===== config.mk =====
export PLATFORM = sky130hd
export DESIGN_NAME = shift_add_mul_pipe
export DESIGN_NICKNAME = d
export VERILOG_FILES = /design/src/rtl/shift_add_mul_pipe.sv
export SDC_FILE = /design/constraint.sdc
export NUM_CORES = 1
export LEC_CHECK = 0
export BUFFER_PORTS_ARGS = -buffer_cell sky130_fd_sc_hd__clkbuf_2
export CORE_ASPECT_RATIO = 1.1
export CORE_MARGIN = 1
export CORE_UTILIZATION = 41
export DETAILED_ROUTE_END_ITERATION = 8
export GPL_TIMING_DRIVEN = 1
export PLACE_DENSITY = 0.56
export SLEW_MARGIN = 40
export SYNTH_ARGS = -nofsm -noshare
export SYNTH_HDL_FRONTEND = slang
export SYNTH_SLANG_ARGS = --single-unit

===== constraint.sdc =====
create_clock -name clk -period 3 [get_ports clk]
set_input_delay 0.3 -clock clk [delete_from_list [all_inputs] [get_ports clk]]
set_output_delay 0.3 -clock clk [all_outputs]
set_load 0.02 [all_outputs]

===== src/rtl/shift_add_mul_pipe.sv =====
// Pipelined shift-and-add multiplier: one register stage of partial products followed by a
// pairwise adder tree, with a single global advance/stall, flush and signed/unsigned mode.
module shift_add_mul_pipe #(
  parameter int WIDTH = 8
) (
  input  logic               clk,
  input  logic               rst_n,
  input  logic               flush,
  input  logic               in_valid,
  output logic               in_ready,
  input  logic               mode,
  input  logic [WIDTH-1:0]   mul_a,
  input  logic [WIDTH-1:0]   mul_b,
  output logic               out_valid,
  input  logic               out_ready,
  output logic [2*WIDTH-1:0] mul_out,
  output logic               busy
);

  localparam int OUT_W  = 2*WIDTH;
  localparam int LEVELS = $clog2(WIDTH);
  localparam int NODES  = 2*WIDTH - 1;

  // All tree nodes live in one flat array; level k starts at 2*WIDTH - (2*WIDTH >> k).
  logic [OUT_W-1:0] node_q [NODES];
  logic [OUT_W-1:0] node_d [NODES];
  logic [LEVELS:0]  valid_q;
  logic [OUT_W-1:0] a_ext;
  logic             advance;

  assign a_ext = mode ? {{WIDTH{mul_a[WIDTH-1]}}, mul_a} : {{WIDTH{1'b0}}, mul_a};

  generate
    for (genvar gi = 0; gi < WIDTH; gi++) begin : g_pp
      logic [OUT_W-1:0] shifted;
      assign shifted = a_ext << gi;
      if (gi == WIDTH-1) begin : g_msb
        // The multiplier MSB carries negative weight in signed mode.
        assign node_d[gi] = mul_b[gi] ? (mode ? -shifted : shifted) : '0;
      end else begin : g_lsb
        assign node_d[gi] = mul_b[gi] ? shifted : '0;
      end
    end

    for (genvar gi = 1; gi <= LEVELS; gi++) begin : g_lvl
      localparam int SRC = 2*WIDTH - ((2*WIDTH) >> (gi-1));
      localparam int DST = 2*WIDTH - ((2*WIDTH) >> gi);
      for (genvar gj = 0; gj < (WIDTH >> gi); gj++) begin : g_add
        assign node_d[DST + gj] = node_q[SRC + 2*gj] + node_q[SRC + 2*gj + 1];
      end
    end
  endgenerate

  assign out_valid = valid_q[LEVELS];
  assign mul_out   = node_q[NODES-1];
  assign busy      = |valid_q;
  assign advance   = !out_valid || out_ready;
  assign in_ready  = advance && !flush;

  always_ff @(posedge clk or negedge rst_n) begin
    if (!rst_n) begin
      node_q  <= '{default: '0};
      valid_q <= '0;
    end else if (flush) begin
      valid_q <= '0;
    end else if (advance) begin
      node_q  <= node_d;
      valid_q <= {valid_q[LEVELS-1:0], in_valid};
    end
  end

endmodule

==> results of run 1 <==
-- logic make-up (layout without fill, tap and decap cells) --
kind of cell               count (synthesis)  count (layout)  share of synthesized area (%)
buffers and inverters                     98             110                           4.92
xor gates and xnor gates                  55              55                           5.06
and+or+nand+nor                          441             441                           19.7
DFF                                      172             172                           45.2
AOI/OAI and AO/OA                        207             207                           13.8
adders and majority gates                 76              76                           10.5
muxes                                      7               7                          0.750
-- power by group through the flow --
| stage | clock network [mW] | logic, mW | registers [mW] |
|---|---|---|---|
| after global placement | 0 | 2.29 | 3.12 |
| final | 2.39 | 2.31 | 3.08 |
| after global routing | 2.53 | 2.63 | 3.14 |
| after floorplan | 0 | 1.94 | 3.00 |
| after CTS | 2.45 | 2.33 | 3.10 |
| after detailed placement | 0 | 2.31 | 3.14 |
-- worst paths after layout --
path                       cells past startpoint           to         from  slack, ns
min in group asynchronous                      2   node_q[69]        rst_n       0.44
setup / recovery                               5     in_ready   valid_q[3]       0.58
hold / removal                                 2   valid_q[2]        flush       0.09
hold reg to reg                                2   mul_out[3]   node_q[35]       0.46
max in group asynchronous                      3   mul_out[8]        rst_n       1.84
setup reg to reg                               8  node_q[109]  node_q[209]       0.64
-- repair_timing --
action	4_1_cts	5_1_grt
endpoints found under the hold margin	63	0
hold buffers	1	0
setup endpoints to repair	0	0
-- through the flow --
stage	std cells	util, %	hold slack (ns)	area (um^2)	total power, mW
detailed placement	1335	43.3	0.355	9860	5.45
floorplan	1056	-	0.00441	9510	4.94
CTS	1368	46.1	0.0738	10500	7.87
global route	1368	46.1	0.0815	10500	8.30
global placement	1335	43.3	0.366	9860	5.42
finish	1368	46.1	0.0936	10500	7.78
-- sequential cells by signal, summed over array words and instances, names as in the netlist --
register / flops
node_q: 152
mul_out: 16
valid_q: 4
-- cell usage after synthesis, types with 3 or more instances --
| cell type | instances | share of area (%) |
|---|---|---|
| sky130_fd_sc_hd__o21a_1 | 19 | 1.5 |
| sky130_fd_sc_hd__nor3_1 | 12 | 0.63 |
| sky130_fd_sc_hd__ha_1 | 69 | 9.1 |
| sky130_fd_sc_hd__buf_4 | 17 | 1.3 |
| sky130_fd_sc_hd__xnor2_1 | 27 | 2.5 |
| sky130_fd_sc_hd__clkbuf_1 | 22 | 0.87 |
| sky130_fd_sc_hd__nand4_1 | 4 | 0.26 |
| sky130_fd_sc_hd__a211o_1 | 3 | 0.28 |
| sky130_fd_sc_hd__xor2_1 | 28 | 2.6 |
| sky130_fd_sc_hd__fa_1 | 7 | 1.5 |
| sky130_fd_sc_hd__buf_2 | 17 | 0.89 |
| sky130_fd_sc_hd__or3_1 | 3 | 0.20 |
| sky130_fd_sc_hd__o41ai_1 | 4 | 0.37 |
| sky130_fd_sc_hd__inv_1 | 25 | 0.99 |
| sky130_fd_sc_hd__buf_1 | 13 | 0.51 |
| sky130_fd_sc_hd__nor2_1 | 43 | 1.7 |
| sky130_fd_sc_hd__o21ai_0 | 14 | 0.74 |
| sky130_fd_sc_hd__nand3_1 | 74 | 3.9 |
| sky130_fd_sc_hd__mux2i_1 | 6 | 0.63 |
| sky130_fd_sc_hd__a21oi_1 | 37 | 1.9 |
| sky130_fd_sc_hd__o21bai_1 | 7 | 0.55 |
| sky130_fd_sc_hd__nand2b_1 | 9 | 0.59 |
| sky130_fd_sc_hd__nand2_1 | 275 | 11 |
| sky130_fd_sc_hd__dfrtp_1 | 172 | 45 |
| sky130_fd_sc_hd__o21ai_1 | 65 | 3.4 |
| sky130_fd_sc_hd__a21o_1 | 10 | 0.79 |
| sky130_fd_sc_hd__nor3b_1 | 4 | 0.32 |
| sky130_fd_sc_hd__a31oi_1 | 6 | 0.39 |
| sky130_fd_sc_hd__a211oi_1 | 9 | 0.71 |
| sky130_fd_sc_hd__o31ai_1 | 9 | 0.71 |
| sky130_fd_sc_hd__nor2b_1 | 8 | 0.53 |
-- final cells by class --
cell class                 count  area, um^2
clock buffer                  17         425
clock inverter                15         209
fill                        2275       12300
inverter                      27         103
multi-input combinational    786        4740
sequential                   172        4300
tap                          300         375
timing repair buffer          51         342
-- layer usage --
metal	GRT usage, %	wire (um)
met1	25.4	10100
met2	29.1	9150
met3	2.61	580
met4	6.37	337
met5	0	0
==> flow_summary.html, run 1 <==
<table>
<tr><th>Metric</th><th>Value</th></tr>
<tr><th colspan="2">Detailed routing</th></tr>
<tr><td>Total wirelength of the detailed-routed design</td><td>between 20000 and 25000 um</td></tr>
<tr><td>Initial drt markers</td><td>449</td></tr>
<tr><td>Average detailed-routed wire length per instance</td><td>14.8 um</td></tr>
<tr><td>Number of optimization iterations in the first detailed-route pass</td><td>4</td></tr>
<tr><td>Ratio of routed vias to standard cells</td><td>a little over 5</td></tr>
<tr><td>Antenna-violating nets left</td><td>0</td></tr>
<tr><td>Via count</td><td>between 6000 and 7000</td></tr>
<tr><td>DRC violations left</td><td>0</td></tr>
<tr><th colspan="2">Global route</th></tr>
<tr><td>Total gr overflow</td><td>0</td></tr>
<tr><td>Antenna violations before repair</td><td>0</td></tr>
<tr><td>Vias in the first global route</td><td>~6700</td></tr>
<tr><td>First-pass GRT wire length</td><td>approximately 34000 um</td></tr>
<tr><td>Largest net degree at the start of global routing</td><td>approximately 140</td></tr>
<tr><td>Total routing usage reported by global routing</td><td>about 18%</td></tr>
<tr><th colspan="2">Power and ir drop</th></tr>
<tr><td>Maximum vdd ir drop</td><td>0.386 mV</td></tr>
<tr><td>NetSw</td><td>2.62 mW</td></tr>
<tr><td>Combinational group share of total power</td><td>between 20% and 30%</td></tr>
<tr><td>Share of total power in the clock network</td><td>approximately 31%</td></tr>
<tr><td>Fraction of power spent switching nets</td><td>between 30% and 40%</td></tr>
<tr><td>P_int</td><td>5.15 mW</td></tr>
<tr><td>Cell Pwr Density</td><td>740 mW/mm^2</td></tr>
<tr><td>Sequential power share</td><td>between 30 and 40%</td></tr>
<tr><td>P_leak</td><td>a little over 5 nW</td></tr>
<tr><th colspan="2">Clocking</th></tr>
<tr><td>Number of buffers created by CTS</td><td>17</td></tr>
<tr><td>Clock tree from TritonCTS</td><td>done</td></tr>
<tr><td>Clk_lat worst skew</td><td>roughly 0.43 ns</td></tr>
<tr><td>Number of buffers added for setup after CTS</td><td>0</td></tr>
<tr><td>Count of cells resized by post-cts repair</td><td>0</td></tr>
<tr><td>Bufs on Longest Clock Path</td><td>2</td></tr>
<tr><td>Library cell used as clock root buffer</td><td>sky130_fd_sc_hd__clkbuf_16</td></tr>
<tr><td>CTS sink count</td><td>~170</td></tr>
<tr><td>Clock-pin slew on the worst setup and hold paths</td><td>0.07 ns</td></tr>
<tr><td>H-tree depth reported by CTS</td><td>4</td></tr>
<tr><th colspan="2">Synth</th></tr>
<tr><td>Number of nets in the synthesized netlist</td><td>~1200</td></tr>
<tr><td>Number of distinct library cells after synthesis</td><td>57</td></tr>
<tr><td>Synth Instances</td><td>about 1100</td></tr>
<tr><td>Netlist area before placement</td><td>0.00951 mm^2</td></tr>
<tr><td>Avg Synthesized Cell Area</td><td>roughly 9 um^2</td></tr>
<tr><td>Total number of yosys warnings</td><td>0</td></tr>
<tr><td>Seq cells post-synth</td><td>172</td></tr>
<tr><td>Share of flip-flops with an asynchronous set or reset</td><td>100%</td></tr>
<tr><td>Part of the Yosys area used for sequential elements</td><td>45.2%</td></tr>
<tr><td>Number of enable flip-flop cells after synthesis</td><td>0</td></tr>
<tr><td>Top flip-flop cell by instance count after synthesis</td><td>sky130_fd_sc_hd__dfrtp_1</td></tr>
<tr><th colspan="2">Timing</th></tr>
<tr><td>Relative slew slack</td><td>46.1%</td></tr>
<tr><td>Worst-Margin Slew</td><td>0.809 ns</td></tr>
<tr><td>Aggregate negative setup slack</td><td>0 ns</td></tr>
<tr><td>Pins over their slew limit</td><td>0</td></tr>
<tr><td>Post-route clock skew</td><td>0.0113 ns</td></tr>
<tr><td>Worst-case setup margin in the final layout</td><td>roughly 0.58 ns</td></tr>
<tr><td>Total setup violations reported at the end of the flow</td><td>0</td></tr>
<tr><td>Hold Fails Final Rpt</td><td>0</td></tr>
<tr><td>Shortest clock period the worst path allows after layout</td><td>~2.4 ns</td></tr>
<tr><td>Final cycle utilization of the critical path</td><td>80.5%</td></tr>
<tr><td>Setup repair after global routing missed its margin</td><td>false</td></tr>
<tr><td>Maximum operating frequency</td><td>414 MHz</td></tr>
<tr><th colspan="2">Critical path</th></tr>
<tr><td>Longest individual stage delay on the worst path</td><td>around 0.39 ns</td></tr>
<tr><td>Slowest cell on the critical path</td><td>sky130_fd_sc_hd__nor2b_1</td></tr>
<tr><td>Family with the most delay on the worst path</td><td>buffers and inverters</td></tr>
<tr><td>CP Capture Type</td><td>output port</td></tr>
<tr><td>Largest fanout of any net on the critical path</td><td>69</td></tr>
<tr><td>Required time at the endpoint of the critical path</td><td>approximately 2.7 ns</td></tr>
<tr><td>Total buffers and inverters traversed by the critical path</td><td>3</td></tr>
<tr><td>Critical path class</td><td>flip-flop to output port</td></tr>
<tr><td>Setup crit start kind</td><td>flip-flop</td></tr>
<tr><td>Series of cell instances along the critical path</td><td>nor2b_1 &gt; or2_4 &gt; clkinv_2 &gt; buf_12 &gt; clkbuf_2</td></tr>
<tr><td>Critical Path AT</td><td>about 2.1 ns</td></tr>
<tr><th colspan="2">Placement</th></tr>
<tr><td>Port Buf Inserts</td><td>40</td></tr>
<tr><td>Estimated wirelength of the detail-placed design</td><td>approximately 14000 um</td></tr>
<tr><td>Placer's final routability congestion estimate</td><td>just under 0.8</td></tr>
<tr><td>Place WS</td><td>0.647 ns</td></tr>
<tr><th colspan="2">Floorplanning</th></tr>
<tr><td>Io pins</td><td>slightly above 40</td></tr>
<tr><td>Width of the chip</td><td>147 um</td></tr>
<tr><td>Standard cell core area</td><td>about 0.023 mm^2</td></tr>
<tr><td>Vertical extent of the die</td><td>around 160 um</td></tr>
<tr><td>Die area</td><td>about 0.024 mm^2</td></tr>
<tr><td>Site Rows</td><td>58</td></tr>
<tr><td>Initial core utilization</td><td>between 40% and 50%</td></tr>
<tr><th colspan="2">Run</th></tr>
<tr><td>Maximum capacitance violations</td><td>0</td></tr>
<tr><th colspan="2">Finish</th></tr>
<tr><td>Number of antenna cells inserted</td><td>0</td></tr>
<tr><td>Post-layout nets</td><td>between 1000 and 1500</td></tr>
<tr><td>Top library cells by usage in the layout, fill and taps aside</td><td>sky130_fd_sc_hd__nand2_1 (275), sky130_fd_sc_hd__dfrtp_1 (172), sky130_fd_sc_hd__nand3_1 (74)</td></tr>
<tr><td>Share of post-route cells with drive strength above 1</td><td>8.71%</td></tr>
<tr><td>Area added between synthesis and finish</td><td>10.4%</td></tr>
<tr><td>Commonest non-fill, non-tap cell in the layout</td><td>sky130_fd_sc_hd__nand2_1</td></tr>
<tr><th colspan="2">Min path</th></tr>
<tr><td>Worst hold-check path type</td><td>input port to flip-flop</td></tr>
<tr><th colspan="2">Outcome</th></tr>
<tr><td>Run status</td><td>finished, final reports clean</td></tr>
</table>
No activity file was read; power rests on OpenSTA's default activity.
==> run 2: changes to the inputs <==
--- a/config.mk
+++ b/config.mk
@@ -11,7 +11,7 @@
 export CORE_UTILIZATION = 41
 export DETAILED_ROUTE_END_ITERATION = 8
 export GPL_TIMING_DRIVEN = 1
-export PLACE_DENSITY = 0.56
+export PLACE_DENSITY = 0.58
 export SLEW_MARGIN = 40
 export SYNTH_ARGS = -nofsm -noshare
 export SYNTH_HDL_FRONTEND = slang
==> constraint.sdc (replaced) <==
create_clock -name clk -period 2 [get_ports clk]
set_input_delay 0.2 -clock clk [delete_from_list [all_inputs] [get_ports clk]]
set_output_delay 0.2 -clock clk [all_outputs]
set_load 0.02 [all_outputs]
==> run 2 against run 1 <==
  * Hold slack improved by 0.0049 ns
  * Highest routed layer unchanged
  * First-iteration DRC count fell by 33%
  * Routed wire length up 6.0%
  * The run now ends with negative setup slack left
  * Critical endpoint is now mul_out[12]
  * Worst setup slack got worse by 0.66 ns
  * Critical path type is now flip-flop to flip-flop
  * Clock skew up 0.0029 ns
  * Cell count is 4.4% higher
  * Utilization grew 3.3 points
==> flow_summary.html, run 2 (synthesis gave the netlist of run 1 again) <==
<table>
<tr><th>Metric</th><th>Value</th></tr>
<tr><th colspan="2">Clocking</th></tr>
<tr><td>Clk_lat worst skew</td><td>roughly 0.43 ns</td></tr>
<tr><td>Clock-pin slew on the worst setup and hold paths</td><td>0.07 ns</td></tr>
<tr><td>H-tree depth reported by CTS</td><td>4</td></tr>
<tr><td>Library cell used as clock root buffer</td><td>sky130_fd_sc_hd__clkbuf_16</td></tr>
<tr><td>CTS sink count</td><td>about 170</td></tr>
<tr><td>Clock tree from TritonCTS</td><td>done</td></tr>
<tr><td>Bufs on Longest Clock Path</td><td>2</td></tr>
<tr><td>Number of buffers created by CTS</td><td>17</td></tr>
<tr><th colspan="2">Timing</th></tr>
<tr><td>Worst-case setup margin in the final layout</td><td>-0.0778 ns</td></tr>
<tr><td>Shortest clock period the worst path allows after layout</td><td>2.08 ns</td></tr>
<tr><td>Total setup violations reported at the end of the flow</td><td>5</td></tr>
<tr><td>Aggregate negative setup slack</td><td>-0.147 ns</td></tr>
<tr><td>Maximum operating frequency</td><td>slightly below 500 MHz</td></tr>
<tr><td>Post-route clock skew</td><td>0.0142 ns</td></tr>
<tr><td>Final cycle utilization of the critical path</td><td>104%</td></tr>
<tr><td>Relative slew slack</td><td>between 60% and 70%</td></tr>
<tr><td>Hold_ws</td><td>between 0.09 and 0.1 ns</td></tr>
<tr><td>Worst-Margin Slew</td><td>0.518 ns</td></tr>
<tr><td>Hold Fails Final Rpt</td><td>0</td></tr>
<tr><td>Pins over their slew limit</td><td>0</td></tr>
<tr><td>Setup repair after global routing missed its margin</td><td>true</td></tr>
<tr><th colspan="2">Detailed routing</th></tr>
<tr><td>Total wirelength of the detailed-routed design</td><td>around 21000 um</td></tr>
<tr><td>Via count</td><td>approximately 7300</td></tr>
<tr><td>Antenna-violating nets left</td><td>0</td></tr>
<tr><td>Ratio of routed vias to standard cells</td><td>a little over 5</td></tr>
<tr><td>Initial drt markers</td><td>300</td></tr>
<tr><td>Average detailed-routed wire length per instance</td><td>roughly 15 um</td></tr>
<tr><td>Number of optimization iterations in the first detailed-route pass</td><td>4</td></tr>
<tr><td>DRC violations left</td><td>0</td></tr>
<tr><th colspan="2">Power and ir drop</th></tr>
<tr><td>Maximum vdd ir drop</td><td>0.560 mV</td></tr>
<tr><td>Cell Pwr Density</td><td>1080 mW/mm^2</td></tr>
<tr><td>P_leak</td><td>between 5 and 6 nW</td></tr>
<tr><th colspan="2">Critical path</th></tr>
<tr><td>Critical path class</td><td>flip-flop to flip-flop</td></tr>
<tr><td>Logic depth of the worst path, buffers included</td><td>8</td></tr>
<tr><td>Critical Path AT</td><td>2.41 ns</td></tr>
<tr><td>Total buffers and inverters traversed by the critical path</td><td>0</td></tr>
<tr><td>Setup crit start kind</td><td>flip-flop</td></tr>
<tr><td>Crit Reg-Reg Startpoint</td><td>node_q[20]</td></tr>
<tr><td>Longest individual stage delay on the worst path</td><td>0.38 ns</td></tr>
<tr><td>Largest fanout of any net on the critical path</td><td>3</td></tr>
<tr><td>Capturing point of the worst reg2reg path</td><td>mul_out[12]</td></tr>
<tr><td>Slack of the worst reg-to-reg path</td><td>-0.08 ns</td></tr>
<tr><td>Crit path to</td><td>mul_out[12]</td></tr>
<tr><td>Series of cell instances along the critical path</td><td>ha_2 &gt; fa_2 &gt; a21oi_2 &gt; nor2_2 &gt; o31a_1 &gt; o21a_1 &gt; o21a_1 &gt; o31ai_1</td></tr>
<tr><td>CP Capture Type</td><td>flip-flop</td></tr>
<tr><td>Family with the most delay on the worst path</td><td>compound AO/OA/AOI/OAI gates</td></tr>
<tr><td>Required time at the endpoint of the critical path</td><td>between 2 and 2.5 ns</td></tr>
<tr><td>First element of the critical path</td><td>node_q[20]</td></tr>
<tr><td>Register-to-Register Path Depth</td><td>8</td></tr>
<tr><td>Slowest cell on the critical path</td><td>sky130_fd_sc_hd__dfrtp_1</td></tr>
<tr><td>Most Frequent Cell on Critical Path</td><td>sky130_fd_sc_hd__o21a_1</td></tr>
<tr><th colspan="2">Floorplanning</th></tr>
<tr><td>Standard cell core area</td><td>between 0.02 and 0.025 mm^2</td></tr>
<tr><td>Die area</td><td>0.0238 mm^2</td></tr>
<tr><td>Io pins</td><td>41</td></tr>
<tr><td>Initial core utilization</td><td>a little over two fifths</td></tr>
<tr><td>Site Rows</td><td>58</td></tr>
<tr><td>Width of the chip</td><td>~150 um</td></tr>
<tr><td>Vertical extent of the die</td><td>around 160 um</td></tr>
<tr><th colspan="2">Global route</th></tr>
<tr><td>Global route hottest layer</td><td>met2</td></tr>
<tr><td>First-pass GRT wire length</td><td>roughly 36000 um</td></tr>
<tr><td>Vias in the first global route</td><td>slightly above 7000</td></tr>
<tr><td>Largest net degree at the start of global routing</td><td>55</td></tr>
<tr><td>Total routing usage reported by global routing</td><td>a little under a fifth</td></tr>
<tr><td>Met3 Track Usage GR</td><td>about 2.8%</td></tr>
<tr><td>Antenna violations before repair</td><td>0</td></tr>
<tr><td>Total gr overflow</td><td>0</td></tr>
<tr><td>Fraction of met2 tracks used by global routing</td><td>around 30%</td></tr>
<tr><td>Fraction of met1 tracks used by global routing</td><td>between 20% and 30%</td></tr>
<tr><th colspan="2">Placement</th></tr>
<tr><td>Placed cell count</td><td>around 1400</td></tr>
<tr><td>Port Buf Inserts</td><td>40</td></tr>
<tr><td>Placer's final routability congestion estimate</td><td>0.778</td></tr>
<tr><td>Estimated wirelength of the detail-placed design</td><td>roughly 15000 um</td></tr>
<tr><th colspan="2">Finish</th></tr>
<tr><td>Top library cells by usage in the layout, fill and taps aside</td><td>sky130_fd_sc_hd__nand2_1 (275), sky130_fd_sc_hd__dfrtp_1 (172), sky130_fd_sc_hd__nand3_1 (74)</td></tr>
<tr><td>Number of antenna cells inserted</td><td>0</td></tr>
<tr><td>Area added between synthesis and finish</td><td>18.3%</td></tr>
<tr><td>Max reg flops</td><td>between 150 and 200</td></tr>
<tr><td>Filler cell count</td><td>roughly 2200</td></tr>
<tr><td>Reg with most FFs</td><td>node_q</td></tr>
<tr><td>Post-route insts no fill</td><td>about 1400</td></tr>
<tr><td>Commonest non-fill, non-tap cell in the layout</td><td>sky130_fd_sc_hd__nand2_1</td></tr>
<tr><td>Share of post-route cells with drive strength above 1</td><td>between 10% and 20%</td></tr>
<tr><td>Post-layout nets</td><td>1213</td></tr>
<tr><th colspan="2">Min path</th></tr>
<tr><td>Worst hold-check path type</td><td>input port to flip-flop</td></tr>
<tr><th colspan="2">Run</th></tr>
<tr><td>Maximum capacitance violations</td><td>0</td></tr>
<tr><th colspan="2">Outcome</th></tr>
<tr><td>Failing checks</td><td>negative setup slack</td></tr>
<tr><td>Run status</td><td>finished with violations</td></tr>
</table>
run 2: cell types whose count changed in the layout (fill, tap and decap cells not counted), sizes merged:
cell | previous run | this run
buf | 11 | 68
dlygate4sd3 | 1 | 3
clkbuf | 56 | 58
inv | 32 | 27
clkinv | 3 | 8
bufbuf | 0 | 1
clkinvlp | 3 | 1
run 2: how the worst min path moves through the flow:
| stage | from | endpoint | slack (ns) | depth (start not counted) |
|---|---|---|---|---|
| final | mul_b[7] | node_q[127] | 0.1 | 3 |
| after global routing | mul_b[7] | node_q[127] | 0.11 | 3 |
| after CTS | mul_b[7] | node_q[127] | 0.09 | 3 |
| after detailed placement | rst_n | node_q[37] | 0.15 | 1 |
| after global placement | rst_n | node_q[37] | 0.15 | 1 |
| after floorplan | rst_n | mul_out[0] | -0.1 | 0 |
run 2: report_power, final:
part           total (mW)  internal [mW]  switching, mW
clock                3.57           2.17           1.41
sequential           4.59           4.15          0.444
combinational        3.94           1.76           2.18
run 2: what timing repair did:
item                                    CTS  global route
endpoints found under the hold margin    41             0
endpoints found under the setup margin   18            33
pin swaps                                11            20
buffers inserted                          3             9
cloned                                    1             0
resized for setup                        14            35
hold buffers                              3             0
run 2: metal layers:
metal	vias to the layer above	routed length (um)
met2	100	9840
met4	0	235
met3	16	606
met5	-	0
li1	3700	-
met1	3450	10700
run 2: tightest hold or removal path, stage by stage:
cell	delay [ns]
sky130_fd_sc_hd__clkbuf_2	0.14
sky130_fd_sc_hd__nand2_1	0.09
sky130_fd_sc_hd__o41ai_1	0.06
run 2: per-stage QoR:
stage	instance area, um^2	util, %	power, mW	setup WS, ns
finish	11300	49.4	12.1	-0.0778
global route	11300	49.4	12.9	-0.187
CTS	11000	48.5	12.1	-0.116
detailed placement	10200	45.0	8.39	-0.112
global placement	10200	45.0	8.33	-0.0516
floorplan	9540	-	7.45	-0.00313
run 2: area by class of cell:
cell class | instances | area (um^2) | share of cell area, %
Multi-Input combinational cell | 786 | 4980 | 44.3
Tap cell | 300 | 375 | 3.34
Inverter | 27 | 103 | 0.912
Sequential cell | 172 | 4300 | 38.2
Clock buffer | 19 | 453 | 4.02
Clock inverter | 13 | 190 | 1.69
Timing Repair Buffer | 111 | 847 | 7.53
